$ cat src/rtl/hazard_unit.sv
// Pipeline hazard controller: tracks E/M/W destination shadows and drives
// stall, flush and forwarding selects plus saturating stall/flush counters.
module hazard_unit #(
    parameter int unsigned CNT_W = 16
) (
    input  logic             clk,
    input  logic             reset,
    input  logic             valid_d,
    input  logic [4:0]       rs1_d,
    input  logic [4:0]       rs2_d,
    input  logic [4:0]       rd_d,
    input  logic             reg_write_d,
    input  logic [1:0]       result_src_d,
    input  logic             pc_src_e,
    input  logic             mem_busy_m,
    output logic             stall_f,
    output logic             stall_d,
    output logic             flush_d,
    output logic             flush_e,
    output logic             stall_e,
    output logic             stall_m,
    output logic [1:0]       fwd_a_e,
    output logic [1:0]       fwd_b_e,
    output logic [CNT_W-1:0] stall_count,
    output logic [CNT_W-1:0] flush_count
);

    localparam logic [1:0] SrcLoad = 2'b01;
    localparam logic [1:0] SrcPc4  = 2'b10;

    typedef struct packed {
        logic       valid;
        logic [4:0] rd;
        logic       reg_write;
        logic [1:0] result_src;
    } stage_t;

    stage_t     e_q, e_d, m_q, m_d;
    logic [4:0] rs1_e_q, rs1_e_d, rs2_e_q, rs2_e_d;
    logic       valid_w_q, valid_w_d, reg_write_w_q, reg_write_w_d;
    logic [4:0] rd_w_q, rd_w_d;
    logic [CNT_W-1:0] stall_cnt_q, stall_cnt_d, flush_cnt_q, flush_cnt_d;

    logic load_use;
    logic m_wr, w_wr;

    assign load_use = valid_d && e_q.valid && (e_q.result_src == SrcLoad) && (e_q.rd != 5'd0)
                      && ((e_q.rd == rs1_d) || (e_q.rd == rs2_d));
    assign m_wr = m_q.valid && m_q.reg_write && (m_q.rd != 5'd0);
    assign w_wr = valid_w_q && reg_write_w_q && (rd_w_q != 5'd0);

    // Priority: memory stall, then control flush, then load-use.
    always_comb begin
        stall_f = 1'b0;
        stall_d = 1'b0;
        stall_e = 1'b0;
        stall_m = 1'b0;
        flush_d = 1'b0;
        flush_e = 1'b0;
        if (!reset) begin
            if (mem_busy_m) begin
                stall_f = 1'b1;
                stall_d = 1'b1;
                stall_e = 1'b1;
                stall_m = 1'b1;
            end else if (pc_src_e) begin
                flush_d = 1'b1;
                flush_e = 1'b1;
            end else if (load_use) begin
                stall_f = 1'b1;
                stall_d = 1'b1;
                flush_e = 1'b1;
            end
        end
    end

    // M beats W; an M-stage load match is excluded by the load-use stall.
    always_comb begin
        fwd_a_e = 2'b00;
        fwd_b_e = 2'b00;
        if (!reset) begin
            if (w_wr && (rd_w_q == rs1_e_q)) fwd_a_e = 2'b01;
            if (w_wr && (rd_w_q == rs2_e_q)) fwd_b_e = 2'b01;
            if (m_wr && (m_q.rd == rs1_e_q)) fwd_a_e = (m_q.result_src == SrcPc4) ? 2'b11 : 2'b10;
            if (m_wr && (m_q.rd == rs2_e_q)) fwd_b_e = (m_q.result_src == SrcPc4) ? 2'b11 : 2'b10;
        end
    end

    always_comb begin
        e_d           = e_q;
        m_d           = m_q;
        rs1_e_d       = rs1_e_q;
        rs2_e_d       = rs2_e_q;
        valid_w_d     = 1'b0;
        reg_write_w_d = 1'b0;
        rd_w_d        = rd_w_q;
        stall_cnt_d   = stall_cnt_q;
        flush_cnt_d   = flush_cnt_q;
        if (!mem_busy_m) begin
            valid_w_d     = m_q.valid;
            reg_write_w_d = m_q.reg_write;
            rd_w_d        = m_q.rd;
            m_d           = e_q;
            if (flush_e) begin
                e_d = '0;
            end else begin
                e_d.valid      = valid_d;
                e_d.rd         = rd_d;
                e_d.reg_write  = reg_write_d && valid_d;
                e_d.result_src = result_src_d;
            end
            rs1_e_d = rs1_d;
            rs2_e_d = rs2_d;
        end
        if (stall_d && (stall_cnt_q != '1)) stall_cnt_d = stall_cnt_q + 1'b1;
        if (flush_d && (flush_cnt_q != '1)) flush_cnt_d = flush_cnt_q + 1'b1;
    end

    always_ff @(posedge clk) begin
        if (reset) begin
            e_q           <= '0;
            m_q           <= '0;
            rs1_e_q       <= '0;
            rs2_e_q       <= '0;
            valid_w_q     <= 1'b0;
            reg_write_w_q <= 1'b0;
            rd_w_q        <= '0;
            stall_cnt_q   <= '0;
            flush_cnt_q   <= '0;
        end else begin
            e_q           <= e_d;
            m_q           <= m_d;
            rs1_e_q       <= rs1_e_d;
            rs2_e_q       <= rs2_e_d;
            valid_w_q     <= valid_w_d;
            reg_write_w_q <= reg_write_w_d;
            rd_w_q        <= rd_w_d;
            stall_cnt_q   <= stall_cnt_d;
            flush_cnt_q   <= flush_cnt_d;
        end
    end

    assign stall_count = stall_cnt_q;
    assign flush_count = flush_cnt_q;

endmodule

$ cat config.mk
export PLATFORM = sky130hd
export DESIGN_NAME = hazard_unit
export DESIGN_NICKNAME = d
export VERILOG_FILES = /design/src/rtl/hazard_unit.sv
export SDC_FILE = /design/constraint.sdc
export NUM_CORES = 1
export LEC_CHECK = 0
export CAP_MARGIN = 0
export CORE_MARGIN = 3
export CORE_UTILIZATION = 30
export CTS_BUF_LIST = sky130_fd_sc_hd__clkbuf_4
export DETAILED_ROUTE_END_ITERATION = 10
export PLACE_DENSITY = 0.58
export SYNTH_ARGS = -nofsm -noshare
export SYNTH_HDL_FRONTEND = slang
export SYNTH_SLANG_ARGS = --single-unit
$ cat constraint.sdc
create_clock -name clk -period 2.6 [get_ports clk]
set_input_delay 0.52 -clock clk [delete_from_list [all_inputs] [get_ports clk]]
set_output_delay 0.52 -clock clk [all_outputs]
set_load 0.01 [all_outputs]
# ---- Word-level counts from Yosys, hierarchy flattened
# Cells that the tools add are included.
dict set report totals {
  register_bits 67
  inputBits 23
  word_cells 67
}
dict set report op_classes {
  addsub 2
  n_eq_ne 10
  mux 20
  reduce_logical 20
}
# op count
set op_table {}
lappend op_table {{adder 16 x 1 -> 16 bit, second input constant} 2}
lappend op_table {{inequality test 16 bit, second input constant} 2}
lappend op_table {{== test 5 bit} 6}
lappend op_table {{logical AND 1 bit} 15}
lappend op_table {{two-way mux 1 bit} 15}
lappend op_table {{nonzero test 5 bit} 3}
lappend op_table {{two-way mux 9 bit} 1}
lappend op_table {{two-way mux 2 bit} 4}
lappend op_table {{== test 2 x 1 -> 1 bit, second input constant} 1}
lappend op_table {{== test 2 bit, second input constant} 1}
lappend op_table {{OR reduction 2 bit} 1}
lappend op_table {{logical OR 1 bit} 1}

# ---- Depth between registers and ports, before layout
# Gate-level depths: netlist of run 1.
dict set report depth {
  word_depth 9
  depth_mapped 9
}

# ---- Worst setup path before layout of run 1
# Ideal clock, no wire load.
dict set report synth_path {
  kind {flip-flop to output port}
  start {reg e_q[3] in the netlist's numbering}
  end {out stall_f}
  t_arrival_ps 1804
  slack_ps 276
  stages_incl_launch_ff 9
  path_cell_list {dfxtp_1 -> or4_1 -> o21ai_2 -> or3_4 -> a2bb2oi_4 -> buf_8 -> buf_8 -> inv_1 -> buf_4}
}
dict set report synth_between {
  elab_chain_len 7
}
# element line_no
set synth_lines {}
lappend synth_lines {{start, declared} 38} ;# stage_t e_q, e_d, m_q, m_d;
lappend synth_lines {{start signal, assigned} 121} ;# e_q <= '0;
lappend synth_lines {{start signal, assigned} 131} ;# e_q <= e_d;
lappend synth_lines {{== test 5 bit or nonzero test 5 bit (tied branches)} {48, 47}}
lappend synth_lines {{logical OR 1 bit or logical AND 1 bit (tied branches)} {48, 47}}
lappend synth_lines {{logical AND 1 bit *} 48} ;# && ((e_q.rd == rs1_d) || (e_q.rd == rs2_d));
lappend synth_lines {{two-way mux 1 bit * (4 in series)} --}
lappend synth_lines {{end, declared} 16} ;# output logic stall_f,
# Mark *: on every way between the ends. The rest lies on a longest branch, timed or not.

# ---- Worst setup path after layout of run 1
dict set report layout_path {
  start {reg rd_w_q[0]}
  end {out fwd_b_e[0]}
}
dict set report layout_between {
  elab_chain_len 6
}
# element line_no
set layout_lines {}
lappend layout_lines {{start, declared} 41} ;# logic [4:0] rd_w_q, rd_w_d;
lappend layout_lines {{start signal, assigned} 137} ;# rd_w_q <= rd_w_d;
lappend layout_lines {{nonzero test 5 bit} 50} ;# assign w_wr = valid_w_q && reg_write_w_q && (rd_w_q != 5'd0);
lappend layout_lines {{logical AND 1 bit} 50}
lappend layout_lines {{logical AND 1 bit *} 83} ;# if (w_wr && (rd_w_q == rs2_e_q)) fwd_b_e = 2'b01;
lappend layout_lines {{two-way mux 1 bit *} 83}
lappend layout_lines {{two-way mux 2 bit *} 85} ;# if (m_wr && (m_q.rd == rs2_e_q)) fwd_b_e = (m_q.result_src == SrcPc4) ? 2'b11 : 2'b10;
lappend layout_lines {{two-way mux 2 bit *} 81} ;# if (!reset) begin
lappend layout_lines {{end, declared} 23} ;# output logic [1:0] fwd_b_e,
# Marked as above.

==> metrics.txt, run 1 <==
share of the synthesized area in the top cell type between 40% and 50%; status finished, final reports clean; Crit-path slowest cell or4_4; post-route setup TNS 0 ps; Crit path arrival time around 2000 ps; reg-to-reg startpoint stall_count[1]$_SDFFE_PP0P_; Syn Inst Count 344; CP Launch Type flip-flop; max_cap viols 0; syn_nets between 300 and 400; Period Utilization, post-route 98.6%; I/O pins 65; Reg2Reg Depth 8; WS Path Type flip-flop to primary output; Combinational Power Share 10.8%; Worst Clk Skew 18.2 ps; WP depth 7; relative slew slack about two thirds; Leak Pwr about 1.8 nW; initial antenna violation count 0; final setup margin about 35 ps; Ys Warns 0; Crit path required time 2080 ps; Antenna Cells 0; Synth area leaders dfxtp_1, mux2i_1, xor2_1; Die Y 111 um; 1st-pass router iterations 4; fin crit period 2560 ps; setup slack, reg-to-reg roughly 210 ps; Layout area overhead 33.0%; DR vias ~2,800; GRT Total Usage a little over an eighth; TritonCTS sink count 67; CP top delay family simple AND/OR/NAND/NOR gates; FILL cells ~1,100; Residual DRC 0; post-route ant nets 0; dpl ws -395 ps; row cnt 37; crit path max fanout 2; Starting Density 31.4%; root buffer cell clkbuf_4; hold crit path type input pin to flip-flop; nets@finish ~460; sequential cell area fraction in the yosys report roughly 40%; vias per inst about 4.8; hold_ws between 400 and 500 ps; clock tree buffer depth 2; RSZ-0062 raised after global routing true; final hold vios 0; Max Fclk ~390 MHz; Clk Latency, worst-skew pair a little over 400 ps; global route total overflow 0; first-pass GRT wire length between 10 and 15 mm; Final Max Slew Viols 0; share of cells above drive strength 1 slightly below 20%; CP bufs+invs 2; Slew @ Worst Pin between 500 and 600 ps; Avg Cell Area, Syn ~9.6 um^2; FF+latch count, synth 67; synthesized cell area about 3300 um^2; Max stage delay on crit path 520 ps; First DRT Iteration DRCs 87; Worst Setup SP rd_w_q[0]$_SDFFE_PP0N_; worst vdd ir ~0.27 mV; routability congestion estimate 0.767; Setup crit end fwd_b_e[0]; Placed Area about 4200 um^2; CTS Buf Count 9; Distinct cells, synth 53; pwr dens between 400 and 500 nW/um^2; DP Cell Count about 550; Reg clk slew, reported paths 110 ps; H-Tree Depth 3; Worst R2R End stall_count[3]$_SDFFE_PP0P_; # setup viols final 0; cell area after layout about 4400 um^2; Yosys top cell by area dfxtp_1; DR WL/cell between 10 and 15 um; Final Non-Filler Cells ~570; TritonCTS clock tree built; Clk network pwr share 34.9%; Port Buffers 64; largest net degree at the start of global routing 35; switch share 24.5%; # hold bufs at CTS 0; crit end category primary output; core area ~11,000 um^2; CP cell instances or4_4 > o211ai_1 > buf_4 > nor4_2 > mux2i_1 > nor2_1 > buf_2; Seq pwr share a little over half; WL final 8.18 mm; die area around 12,000 um^2; hpwl dp 5.92 mm; post-layout util a little over two fifths; chip width between 100 and 150 um; Pint ~1.5 mW; total power 1.97 mW; net load switching power about 0.48 mW; vias in the first global route roughly 2,900
cell type report:
class / count / area [um^2] / area share (%)
clock inverter: 3 / 38.8 / 0.880
timing repair buffer: 95 / 853 / 19.4
multi-input combinational: 257 / 1880 / 42.7
tap: 136 / 170 / 3.86
sequential: 67 / 1350 / 30.7
clock buffer: 13 / 97.6 / 2.21
inverter: 3 / 11.3 / 0.256
registers in the layout, summed over array words and instances (netlist names):
signal and count:
e_q 9, flush_count 16, m_q 9, rd_w_q 5
reg_write_w_q 1, rs1_e_q 5, rs2_e_q 5, stall_count 16
valid_w_q 1
how the worst min path moves through the flow:
stage / from / end / slack, ps / cells after the start
3_5_place_dp: e_q[2]$_SDFFE_PP0N_ / e_q[2]$_SDFFE_PP0N_ / 470 / 1
3_3_place_gp: e_q[2]$_SDFFE_PP0N_ / e_q[2]$_SDFFE_PP0N_ / 460 / 1
4_1_cts: m_q[8]$_SDFFE_PP0N_ / valid_w_q$_SDFF_PP0_ / 490 / 1
5_1_grt: rs1_d[4] / rs1_e_q[4]$_SDFFE_PP0N_ / 420 / 3
2_1_floorplan: e_q[2]$_SDFFE_PP0N_ / e_q[2]$_SDFFE_PP0N_ / 440 / 1
6_report: rs1_d[4] / rs1_e_q[4]$_SDFFE_PP0N_ / 440 / 3
cells in the final DEF (no fill, tap or decap), types with 7 or more instances in the layout:
cell type        instances
a22o_1                   7
xor2_1                  32
clkdlybuf4s50_1         53
nand2_1                 10
nor2b_1                  8
nand3_1                 17
buf_4                   30
and3_1                   8
nor2_1                  56
dfxtp_1                 62
clkbuf_4                13
xnor2_1                 13
mux2i_1                 28
synth_stat cells (all sizes together):
cell type / number
a211oi: 1
mux2: 6
mux2i: 28
nand3b: 1
o311ai: 3
clkbuf: 6
o21bai: 1
xnor2: 13
o211ai: 1
a21boi: 1
nor4b: 3
or4: 6
or3: 3
nor4: 6
o311a: 1
o21a: 1
a2bb2oi: 1
buf: 11
and3b: 1
o41ai: 2
nand2: 10
nand3: 17
a32o: 1
inv: 3
a22oi: 1
nand4: 6
nor3: 7
o31ai: 3
and3: 8
and4b: 2
xor2: 32
a22o: 8
a21oi: 7
dfxtp: 67
nor2: 57
o21ai: 3
ha: 2
nor2b: 8
and4: 3
and2: 3
power groups by stage:
stage	clock network (mW)	logic, mW	registers [mW]
CTS	0.723	0.214	1.07
floorplan	0	0.121	1.09
global route	0.758	0.236	1.08
detailed placement	0	0.208	1.10
finish	0.689	0.214	1.07
global placement	0	0.207	1.10
worst min-delay path, cell delays in order:
cell	delay [ps]
dlymetal6s2s_1	120
mux2i_1	90
nor2_1	80
repair_timing:
item	CTS	global route
resized for setup	37	5
pin swaps	7	5
setup endpoints to repair	7	5
cloned	0	0
hold endpoints to repair	0	0
setup buffers	4	1
layer usage:
metal  wire length, um  track usage (%)
met1              3880             17.1
met2              3760             22.4
met3               451             4.97
met4                89             3.57
met5                 0                0
cell families after synthesis:
logic type / count (synthesis) / share of synthesized area, %
flops: 67 / 40.5
compound gates: 35 / 8.91
xor+xnor: 45 / 11.9
mux: 34 / 11.1
simple gates: 141 / 22.9
fa+ha+maj: 2 / 0.755
buf+inv: 20 / 4.00
Power figures use the tool's default switching activity.
==> run 2, diff against run 1 <==
Settings changed: DONT_BUFFER_PORTS set to 1, PLACE_DENSITY 0.58 to 0.51.
==> metrics.txt, run 2 (synthesized netlist as in run 1, its figures left out) <==
status finished, final reports clean; die area 12,300 um^2 (unchanged); I/O pins 65 (unchanged); TritonCTS clock tree built; Crit path required time 2080 ps (about the same); Starting Density 31.4% (unchanged); max_cap viols 0 (unchanged); fin crit period 2450 ps (-116 ps); global route total overflow 0 (unchanged); vias per inst 5.07 (+5.0%); CTS Buf Count 9 (unchanged); DR WL/cell 16.3 um (+15%); most frequent cells in the layout dfxtp_1, nor2_1, xor2_1, mux2i_1, nand3_1; Layout area overhead 8.19%; Port Buffers 0 (-100%); pwr dens 555 nW/um^2 (+24%); TritonCTS sink count 67 (unchanged); GRT Total Usage 13.3% (-0.39 points); RSZ-0062 raised after global routing true; Max stage delay on crit path 540 ps (+20 ps); WS Path Type flip-flop to primary output; clock tree buffer depth 2 (unchanged); Max Fclk 408 MHz (+4.7%); DR vias 2,463 (-11%); FF+latch area 1350 um^2 (-0.37%); row cnt 37 (unchanged); CP cell instances or4_1 > o211ai_1 > nor4_1 > mux2i_1 > nor2_1; First DRT Iteration DRCs 117 (+34%); WL final 7.94 mm (-2.9%); Antenna Cells 0 (unchanged); core area 10,600 um^2 (unchanged); H-Tree Depth 3 (unchanged); largest net degree at the start of global routing 68 (+94%); Reg clk slew, reported paths 120 ps (about the same); chip width 111 um (unchanged); hpwl dp 5.72 mm (-3.3%); routability congestion estimate 0.787 (+2.5%); Clk Latency, worst-skew pair 430 ps (+20 ps); relative slew slack 41.6% (-24 points); Period Utilization, post-route 94.2% (-4.5 points); CP top delay family simple AND/OR/NAND/NOR gates; most common cell after layout, fill and taps aside dfxtp_1; setup slack, reg-to-reg 280 ps (+70 ps); area of the multi-input gates 1840 um^2 (-2.3%); Worst Clk Skew 14.6 ps (-3.61 ps); hold crit path type input pin to flip-flop; Residual DRC 0 (unchanged); nets@finish 370 (-19%); root buffer cell clkbuf_4; # setup viols final 0 (unchanged); Crit path arrival time 1930 ps (-110 ps); worst vdd ir 0.273 mV (+2.8%); Placed Area 3410 um^2 (-19%); Crit-path slowest cell or4_1; 1st-pass router iterations 4 (unchanged); FILL cells 1,115 (+2.5%); first-pass GRT wire length 13.1 mm (-5.4%); vias in the first global route 2,422 (-15%); post-route ant nets 0 (unchanged); Final Max Slew Viols 0 (unchanged); share of cells above drive strength 1 13.7% (-5.7 points); CP Launch Type flip-flop; post-route setup TNS 0 ps (unchanged); initial antenna violation count 0 (unchanged); final hold vios 0 (unchanged); cell area after layout 3590 um^2 (-19%); crit path max fanout 4 (+2); Die Y 111 um (unchanged); crit end category primary output; Leak Pwr 1.43 nW (-21%); CP bufs+invs 0 (-2); # hold bufs at CTS 0 (unchanged); Slew @ Worst Pin 868 ps (+348 ps); post-layout util 34.0% (-7.8 points)
## run 2: changes by cell type in the layout (fill, tap and decap cells not counted), moves of 3 or more
cell,delta
buf_2,-6
clkbuf_4,-3
dlygate4sd2_1,-4
nor3_2,-3
nor3_1,+3
buf_4,-23
clkdlybuf4s50_1,-53
## run 2: timing repair
item	CTS	global route
gates resized for setup	1	5
pin swaps	0	0
endpoints found under the hold margin	0	0
buffers inserted	1	0
setup endpoints to repair	2	5
## run 2: stage by stage
step | power, mW | instances | worst slack [ps] | hold WS (ps)
CTS | 2.02 | 486 | 65.3 | 100
finish | 1.99 | 486 | 151 | 148
global route | 2.09 | 486 | -0.217 | 78.6
detailed placement | 1.21 | 469 | 268 | 464
floorplan | 1.21 | 344 | 276 | 441
global placement | 1.20 | 469 | 294 | 457
## run 2: cell type report
type                       instances  share of cell area, %
clock inverter                     6                   2.48
tap                              136                   4.75
inverter                           3                  0.314
timing repair buffer               7                   1.47
clock buffer                      10                   2.09
sequential                        67                   37.6
multi-input combinational        257                   51.3
## run 2: final timing paths
path	from	endpoint	cells after the start
hold / removal	reset	flush_count[5]$_SDFFE_PP0P_	1
setup / recovery	rd_w_q[0]$_SDFFE_PP0N_	fwd_b_e[0]	5
hold reg to reg	e_q[2]$_SDFFE_PP0N_	e_q[2]$_SDFFE_PP0N_	1
setup reg to reg	e_q[1]$_SDFFE_PP0N_	stall_count[5]$_SDFFE_PP0P_	8
## run 2: per-layer routing
| layer | up-vias | GRT usage, % | share of wire, % |
|---|---|---|---|
| li1 | 1227 | - | - |
| met1 | 1173 | 15.6 | 43 |
| met2 | 50 | 21.9 | 48 |
| met3 | 13 | 6.06 | 7.2 |
| met4 | 0 | 3.65 | 1.2 |
| met5 | - | 0 | 0 |
## run 2: report_power, final
part / leakage [nW] / internal, mW / switching (mW)
combinational: 0.805 / 0.0568 / 0.0502
clock: 0.0830 / 0.402 / 0.403
sequential: 0.545 / 1.05 / 0.0299
total: 1.43 / 1.51 / 0.483
==> run 3, diff against run 2 <==
Settings changed: CAP_MARGIN 0 to 10.
==> results of run 3 <==
Same layout as run 2: the final DEF is identical, and so are final timing and power.
